[src/rtl/alu_nbit_pipe.sv]
// WIDTH-bit ALU with a one-deep registered result stage, valid/ready flow control and an op counter.
// Build option: define ALU_SAT_EN to saturate ADD/SUB on carry/borrow instead of wrapping.
module alu_nbit_pipe #(
  parameter int unsigned WIDTH   = 8,
  parameter int unsigned COUNT_W = 16
) (
  input  logic               clk,
  input  logic               rst,
  input  logic               in_valid,
  output logic               in_ready,
  input  logic [WIDTH-1:0]   a,
  input  logic [WIDTH-1:0]   b,
  input  logic [2:0]         alu_sel,
  output logic               out_valid,
  input  logic               out_ready,
  output logic [WIDTH-1:0]   alu_out,
  output logic               carry_out,
  output logic               zero_out,
  output logic               neg_out,
  output logic [COUNT_W-1:0] op_count
);

  localparam int unsigned ShiftW = $clog2(WIDTH);

  typedef enum logic [2:0] {
    OpAdd = 3'b000,
    OpSub = 3'b001,
    OpAnd = 3'b010,
    OpOr  = 3'b011,
    OpXor = 3'b100,
    OpShl = 3'b101,
    OpShr = 3'b110,
    OpSlt = 3'b111
  } op_e;

  op_e                w_op;
  logic [WIDTH:0]     w_sum;
  logic [WIDTH:0]     w_diff;
  logic [ShiftW-1:0]  w_shamt;
  logic [WIDTH-1:0]   w_res;
  logic               w_carry;
  logic               w_zero;
  logic               w_neg;
  logic               w_accept;

  logic               r_out_valid;
  logic [WIDTH-1:0]   r_alu_out;
  logic               r_carry;
  logic               r_zero;
  logic               r_neg;
  logic [COUNT_W-1:0] r_op_count;

  assign w_op    = op_e'(alu_sel);
  assign w_sum   = {1'b0, a} + {1'b0, b};
  // Top bit of the extended difference is the borrow.
  assign w_diff  = {1'b0, a} - {1'b0, b};
  assign w_shamt = b[ShiftW-1:0];

  always_comb begin
    w_res   = '0;
    w_carry = 1'b0;
    unique case (w_op)
      OpAdd: begin
        w_res   = w_sum[WIDTH-1:0];
        w_carry = w_sum[WIDTH];
`ifdef ALU_SAT_EN
        if (w_sum[WIDTH]) w_res = '1;
`else
`endif
      end
      OpSub: begin
        w_res   = w_diff[WIDTH-1:0];
        w_carry = w_diff[WIDTH];
`ifdef ALU_SAT_EN
        if (w_diff[WIDTH]) w_res = '0;
`else
`endif
      end
      OpAnd: w_res = a & b;
      OpOr:  w_res = a | b;
      OpXor: w_res = a ^ b;
      OpShl: w_res = a << w_shamt;
      OpShr: w_res = a >> w_shamt;
      OpSlt: w_res = {{(WIDTH-1){1'b0}}, (a < b)};
      default: begin
        w_res   = '0;
        w_carry = 1'b0;
      end
    endcase
  end

  // Flags follow the final (possibly saturated) result.
  assign w_zero   = (w_res == '0);
  assign w_neg    = w_res[WIDTH-1];

  assign in_ready = ~r_out_valid | out_ready;
  assign w_accept = in_valid & in_ready;

  always_ff @(posedge clk) begin
    if (rst) begin
      r_out_valid <= 1'b0;
      r_alu_out   <= '0;
      r_carry     <= 1'b0;
      r_zero      <= 1'b0;
      r_neg       <= 1'b0;
      r_op_count  <= '0;
    end else begin
      if (w_accept) begin
        r_out_valid <= 1'b1;
        r_alu_out   <= w_res;
        r_carry     <= w_carry;
        r_zero      <= w_zero;
        r_neg       <= w_neg;
        r_op_count  <= r_op_count + COUNT_W'(1);
      end else if (out_ready) begin
        r_out_valid <= 1'b0;
      end
    end
  end

  assign out_valid = r_out_valid;
  assign alu_out   = r_alu_out;
  assign carry_out = r_carry;
  assign zero_out  = r_zero;
  assign neg_out   = r_neg;
  assign op_count  = r_op_count;

endmodule

[config.mk]
export PLATFORM = sky130hd
export DESIGN_NAME = alu_nbit_pipe
export DESIGN_NICKNAME = d
export VERILOG_FILES = /design/src/rtl/alu_nbit_pipe.sv
export SDC_FILE = /design/constraint.sdc
export NUM_CORES = 1
export LEC_CHECK = 0
export CAP_MARGIN = 10
export CELL_PAD_IN_SITES_DETAIL_PLACEMENT = 0
export CELL_PAD_IN_SITES_GLOBAL_PLACEMENT = 1
export CORE_UTILIZATION = 25
export DETAILED_ROUTE_END_ITERATION = 8
export PLACE_DENSITY_LB_ADDON = 0.1
export SYNTH_ARGS = -nofsm -noshare
export SYNTH_HDL_FRONTEND = slang
export SYNTH_SLANG_ARGS = --single-unit
[constraint.sdc]
create_clock -name clk -period 6.1 [get_ports clk]
set_clock_uncertainty 0.05 [all_clocks]
set_input_delay 1.22 -clock clk [delete_from_list [all_inputs] [get_ports clk]]
set_output_delay 1.22 -clock clk [all_outputs]
set_load 0.01 [all_outputs]
=== Word-level counts from Yosys, hierarchy flattened ===
Cells that the tools add are included.
Widths: inputs -> output; s select.

* Input port bits: 23
* Output and inout bits: 29
* Bits in registers: 28
* Logic and storage cells: 32

* Bitwise gates (word level): 6
* Shift-type cells: 2
* Multiplexer cells: 4
* Magnitude comparators: 1
* Reduce and logical (&&, ||, !) cells: 3
* $add $sub $neg: 3
* Eq/ne operators: 7

{| class="wikitable"
|+ Operator list
! kind !! number
|-
| $pmux 8 s8 || 1
|-
| $add 16x1->16 const B || 1
|-
| $eq 3x3->1 const B || 4
|-
| $add 8x8->9 || 1
|-
| $sub 8x8->9 || 1
|-
| $and 8x8->8 || 1
|-
| $logic_not 8->1 || 1
|-
| $lt 8x8->1 || 1
|-
| $or 8x8->8 || 1
|-
| $shl 8x3->8 || 1
|-
| $shr 8x3->8 || 1
|-
| $xor 8x8->8 || 1
|-
| $eq 3x2->1 const B || 2
|-
| $eq 3x1->1 const B || 1
|-
| $logic_not 3->1 || 1
|-
| $mux 1 || 2
|-
| $pmux 1 s2 || 1
|-
| $reduce_bool 2->1 || 1
|-
| $and 1x1->1 || 1
|-
| $not 1->1 || 1
|-
| $or 1x1->1 || 1
|}

=== Longest topological paths before layout ===
* Word-level depth: 4
* Mapped depth: 11

=== Worst setup path after synthesis ===
Ideal clock, no wire load.

* Kind: input-to-reg
* Start: input port b[2]
* End: register r_zero (netlist: zero_out)
* Arrival time: 3529 ps
* Stages on the path: 11
* Slack: 2404 ps
* Path buffers: 2
* Path through: clkbuf_1 -> clkinv_1 -> ha_1 -> buf_2 -> nor2b_1 -> o311a_1 -> a2111oi_0 -> o32a_1 -> nor4_1 -> and4_1 -> a32o_2

* Word-level cells in the longest chain between the ends: 3
* Elaborated cells on any way between the ends: 10
* Those cells by class: 2 x add/sub; 1 x order compare; 2 x shift; 1 x mux; 3 x bitwise; 1 x reduce/logical

{| class="wikitable"
|+ Ends and longest elaborated chain
! item !! line !! source
|-
| start, declared || 12 || <nowiki>input logic [WIDTH-1:0] b,</nowiki>
|-
| $sub 8x8->9 (tied with other cells) || 56 || <nowiki>assign w_diff = {1'b0, a} - {1'b0, b};</nowiki>
|-
| $pmux 8 s8 (*) || 62 || <nowiki>unique case (w_op)</nowiki>
|-
| $logic_not 8->1 (*) || 93 || <nowiki>assign w_zero = (w_res == '0);</nowiki>
|-
| end signal, assigned || 112 || <nowiki>r_zero <= w_zero;</nowiki>
|-
| end, declared || 49 || <nowiki>logic r_zero;</nowiki>
|}

Mark *: on every way between the ends. The rest lies on a longest branch, timed or not.
A chain may end at the register's enable or synchronous reset.

=== Final worst setup path ===
Same ends and word-level chain as after synthesis.

==> flow_summary.html <==
<table>
<tr><th>Metric</th><th>Value</th></tr>
<tr><th colspan="2">Yosys</th></tr>
<tr><td>Yosys Warn Count</td><td>0</td></tr>
<tr><td>Share of synthesized cell area in and, or, nand and nor gates</td><td>22.5%</td></tr>
<tr><td>Top cell type by total area after synthesis</td><td>sky130_fd_sc_hd__dfxtp_1</td></tr>
<tr><td>Largest family of logic cells by synthesized area</td><td>compound AO/OA/AOI/OAI gates</td></tr>
<tr><td>Post-synthesis instance area</td><td>0.00282 sq mm</td></tr>
<tr><td>Number of enable-type register cells in the synthesized netlist</td><td>0</td></tr>
<tr><td>Fraction of the mapped netlist area in compound gates</td><td>about a quarter</td></tr>
<tr><td>Number of distinct library cells after synthesis</td><td>66</td></tr>
<tr><td>Share of cell area taken by muxes after synthesis</td><td>9.27%</td></tr>
<tr><td>Dominant synthesized flop cell</td><td>sky130_fd_sc_hd__dfxtp_1</td></tr>
<tr><td>Top cells by instance count after synthesis</td><td>sky130_fd_sc_hd__nor2_1 (34), sky130_fd_sc_hd__nand2_1 (31), sky130_fd_sc_hd__dfxtp_1 (27)</td></tr>
<tr><td>Top cell type's share of synthesized area</td><td>19.2%</td></tr>
<tr><td>Syn nets</td><td>406</td></tr>
<tr><td>FFs w/ async S/R, synth</td><td>0%</td></tr>
<tr><td>Synthesized instance count</td><td>355</td></tr>
<tr><td>Seq cells post-synth</td><td>27</td></tr>
<tr><td>Post-synthesis adder-cell area fraction</td><td>13.0%</td></tr>
<tr><td>Leading cell type by number of instances after synthesis</td><td>sky130_fd_sc_hd__nor2_1</td></tr>
<tr><td>Part of the Yosys area used for sequential elements</td><td>19.2%</td></tr>
<tr><td>Post-synthesis area per instance</td><td>7.94 sq um</td></tr>
<tr><td>Xor-xnor portion of the synthesized cell area</td><td>5.28%</td></tr>
<tr><td>Synth top area cells</td><td>sky130_fd_sc_hd__dfxtp_1 (19%), sky130_fd_sc_hd__ha_1 (12%), sky130_fd_sc_hd__nor2_1 (4.5%), sky130_fd_sc_hd__a21oi_1 (4.3%), sky130_fd_sc_hd__nand2_1 (4.1%)</td></tr>
<tr><th colspan="2">Finish</th></tr>
<tr><td>Filler-free cell count of the finished design</td><td>533</td></tr>
<tr><td>Total area of sequential cells</td><td>541 sq um</td></tr>
<tr><td>Synthesis-to-layout area growth</td><td>24.6%</td></tr>
<tr><td>Fraction of layout cells with a size suffix above 1</td><td>approximately 5%</td></tr>
<tr><td>Filler Cells Inserted</td><td>1216</td></tr>
<tr><td>Diode insertion count for antenna repair</td><td>0</td></tr>
<tr><td>Utilization after layout</td><td>32.1%</td></tr>
<tr><td>Multi-input gate area</td><td>0.00207 sq mm</td></tr>
<tr><td>NumNets Final</td><td>445</td></tr>
<tr><th colspan="2">Die</th></tr>
<tr><td>Y dimension of the die</td><td>~110 um</td></tr>
<tr><td>Core region area</td><td>0.0109 sq mm</td></tr>
<tr><td>Top-level port count</td><td>52</td></tr>
<tr><td>Starting density of the core</td><td>approximately a quarter</td></tr>
<tr><td>DIE WIDTH</td><td>108 um</td></tr>
<tr><td>Die Outline Area</td><td>about 0.012 sq mm</td></tr>
<tr><td>Number of cell rows</td><td>38</td></tr>
<tr><th colspan="2">Timing</th></tr>
<tr><td>Pins Over Slew Limit</td><td>0</td></tr>
<tr><td>Slew Limit Headroom</td><td>40.1%</td></tr>
<tr><td>Total negative slack</td><td>0 ns</td></tr>
<tr><td>Setup violation total in the final timing report</td><td>0</td></tr>
<tr><td>Actual transition at the worst max-transition pin</td><td>0.895 ns</td></tr>
<tr><td>Worst-case setup margin in the final layout</td><td>1.87 ns</td></tr>
<tr><td>Final critical-path required period</td><td>4.23 ns</td></tr>
<tr><td>Worst hold-check slack</td><td>0.405 ns</td></tr>
<tr><td>Crit share post-route</td><td>between 60% and 70%</td></tr>
<tr><td>RSZ-0062 raised after global routing</td><td>no</td></tr>
<tr><td>Number of endpoints with negative hold slack in the final report</td><td>0</td></tr>
<tr><td>Peak Freq</td><td>0.236 GHz</td></tr>
<tr><th colspan="2">Clocking</th></tr>
<tr><td>Sink count of the clock tree</td><td>27</td></tr>
<tr><td>Post-CTS Resized</td><td>0</td></tr>
<tr><td>CTS Hold Bufs</td><td>0</td></tr>
<tr><td>CTS tree</td><td>yes</td></tr>
<tr><td>Clock-pin slew on the worst setup and hold paths</td><td>0.06 ns</td></tr>
<tr><td>Post-CTS Setup Repair Bufs</td><td>0</td></tr>
<tr><td>Root buffer cell</td><td>sky130_fd_sc_hd__clkbuf_16</td></tr>
<tr><td>Maximum clock insertion buffer count</td><td>2</td></tr>
<tr><td>Total CTS buffers</td><td>3</td></tr>
<tr><td>Clock insertion delay at the later pin of the skew report</td><td>0.26 ns</td></tr>
<tr><td>Depth of the CTS H-tree</td><td>1</td></tr>
<tr><th colspan="2">Critical path</th></tr>
<tr><td>CP Launch Point</td><td>b[2]</td></tr>
<tr><td>Internal reg-to-reg setup slack</td><td>3.91 ns</td></tr>
<tr><td>Reg-to-reg critical path startpoint</td><td>out_valid$_SDFFE_PP0P_</td></tr>
<tr><td>Largest driver fanout on the critical path</td><td>10</td></tr>
<tr><td>Required time at the endpoint of the critical path</td><td>6.20 ns</td></tr>
<tr><td>Type of the worst setup path</td><td>in -&gt; reg</td></tr>
<tr><td>Arrival time at the worst endpoint</td><td>between 4 and 5 ns</td></tr>
<tr><td>Sort of element at the start of the critical path</td><td>input port</td></tr>
<tr><td>Kind of end point of the critical path</td><td>flop</td></tr>
<tr><th colspan="2">GRT</th></tr>
<tr><td>Maximum number of pins on one net before global-route repair</td><td>27</td></tr>
<tr><td>Congestion Overflow GR</td><td>0</td></tr>
<tr><td>Vias in the first global route</td><td>approximately 2600</td></tr>
<tr><td>Initial antenna violation count</td><td>0</td></tr>
<tr><td>Global router's overall resource usage</td><td>15.7%</td></tr>
<tr><td>Wire length of the first global-routing pass</td><td>14200 um</td></tr>
<tr><th colspan="2">Power and ir drop</th></tr>
<tr><td>Leakage power of the design</td><td>1.38 nW</td></tr>
<tr><td>Worst supply voltage drop on vdd</td><td>between 0.00009 and 0.0001 V</td></tr>
<tr><td>Power density of the placed cells</td><td>155 mW/mm^2</td></tr>
<tr><th colspan="2">Hold path</th></tr>
<tr><td>Launch point of the worst hold path</td><td>alu_out[2]$_SDFFE_PP0P_</td></tr>
<tr><td>Hold/Removal Path Class</td><td>reg -&gt; reg</td></tr>
<tr><th colspan="2">Placement</th></tr>
<tr><td>HPWL after DPL</td><td>6880 um</td></tr>
<tr><td>Final estimated routing congestion in global placement</td><td>0.837</td></tr>
<tr><td>Place WS</td><td>about 1.6 ns</td></tr>
<tr><td>Number of placed instances, taps included</td><td>529</td></tr>
<tr><td>I/O Buffers</td><td>just over 50</td></tr>
<tr><th colspan="2">Detailed routing</th></tr>
<tr><td>Number of nets with antenna violations after detailed routing</td><td>0</td></tr>
<tr><td>Detailed-route vias per instance</td><td>5.17</td></tr>
<tr><td>DRC violations left</td><td>0</td></tr>
<tr><td>Detailed Routing Iterations Pass 1</td><td>4</td></tr>
<tr><td>Wire per inst</td><td>16.7 um</td></tr>
<tr><td>First-iteration detailed-routing DRC count</td><td>121</td></tr>
<tr><td>Overall via count from detail_route</td><td>2756</td></tr>
<tr><td>Total wire length after detailed routing</td><td>8920 um</td></tr>
<tr><th colspan="2">Run status</th></tr>
<tr><td>Status</td><td>finished, final reports clean</td></tr>
<tr><th colspan="2">Job</th></tr>
<tr><td>Number of max-capacitance violations reported</td><td>0</td></tr>
</table>
==> routing by layer <==
| layer | wire length [um] | share of wire, % | global-route usage (%) | vias up |
|---|---|---|---|---|
| li1 | - | - | - | 1370 |
| met4 | 167 | 1.9 | 4.60 | 0 |
| met1 | 4570 | 51 | 22.8 | 1309 |
| met2 | 3780 | 42 | 24.2 | 64 |
| met5 | 0 | 0 | 0 | - |
| met3 | 399 | 4.5 | 1.63 | 13 |
==> worst max-delay path: stages <==
cell and delay (ns):
sky130_fd_sc_hd__clkdlybuf4s50_1 0.68, sky130_fd_sc_hd__clkinv_1 0.32, sky130_fd_sc_hd__ha_1 0.54, sky130_fd_sc_hd__nor2b_1 0.11
sky130_fd_sc_hd__o311a_1 0.34, sky130_fd_sc_hd__a2111oi_0 0.39, sky130_fd_sc_hd__o32a_1 0.25, sky130_fd_sc_hd__nor4_1 0.07
sky130_fd_sc_hd__and4_1 0.21, sky130_fd_sc_hd__a32o_2 0.21
==> path summary, 6_finish.rpt <==
| check | endpoint | cells past startpoint |
|---|---|---|
| hold reg to reg | alu_out[2]$_SDFFE_PP0P_ | 2 |
| setup reg to reg | op_count[13]$_SDFFE_PP0P_ | 7 |
| hold / removal | alu_out[2]$_SDFFE_PP0P_ | 2 |
| setup / recovery | zero_out$_SDFFE_PP0P_ | 10 |
==> kinds of logic (layout without fill, tap and decap cells) <==
group	Yosys count	count (layout)
flip-flops	27	27
multiplexers	15	15
adder cells (fa/ha/maj)	28	28
AND/OR/NAND/NOR	127	127
AO/OA/AOI/OAI	93	93
buffers and inverters	48	86
XOR/XNOR	17	17
==> layout by cell type (no fill, tap or decap), types with 8 or more instances in the layout <==
cell type / instances
sky130_fd_sc_hd__a211oi_1: 8
sky130_fd_sc_hd__a21oi_1: 24
sky130_fd_sc_hd__clkdlybuf4s50_1: 51
sky130_fd_sc_hd__dfxtp_1: 27
sky130_fd_sc_hd__ha_1: 26
sky130_fd_sc_hd__inv_1: 24
sky130_fd_sc_hd__nand2_1: 31
sky130_fd_sc_hd__nand2b_1: 12
sky130_fd_sc_hd__nand3_1: 11
sky130_fd_sc_hd__nor2_1: 34
sky130_fd_sc_hd__o21ai_0: 11
sky130_fd_sc_hd__xor2_1: 11
==> layout make-up <==
cell class                 count  area share (%)
clock buffer                   3            2.14
clock inverter                 1           0.214
inverter                      27            2.88
multi-input combinational    280            59.0
sequential                    27            15.4
tap                          140            4.98
timing repair buffer          55            15.4
==> sequential cells by signal, summed over array words and instances, names as in the netlist <==
signal	cells
op_count	16
zero_out	1
carry_out	1
out_valid	1
alu_out	8
==> report_power, final <==
part	switching, mW	internal (mW)	leakage (nW)	total, mW
sequential	0.00407	0.183	0.220	0.187
clock	0.0659	0.0893	0.0371	0.155
combinational	0.113	0.0899	1.12	0.203
==> per-stage QoR <==
step / cell area [sq um] / total power [mW]
6_report: 3510 / 0.545
2_1_floorplan: 2820 / 0.320
5_1_grt: 3510 / 0.578
3_3_place_gp: 3430 / 0.394
3_5_place_dp: 3430 / 0.393
4_1_cts: 3510 / 0.552
Power figures use the tool's default switching activity.
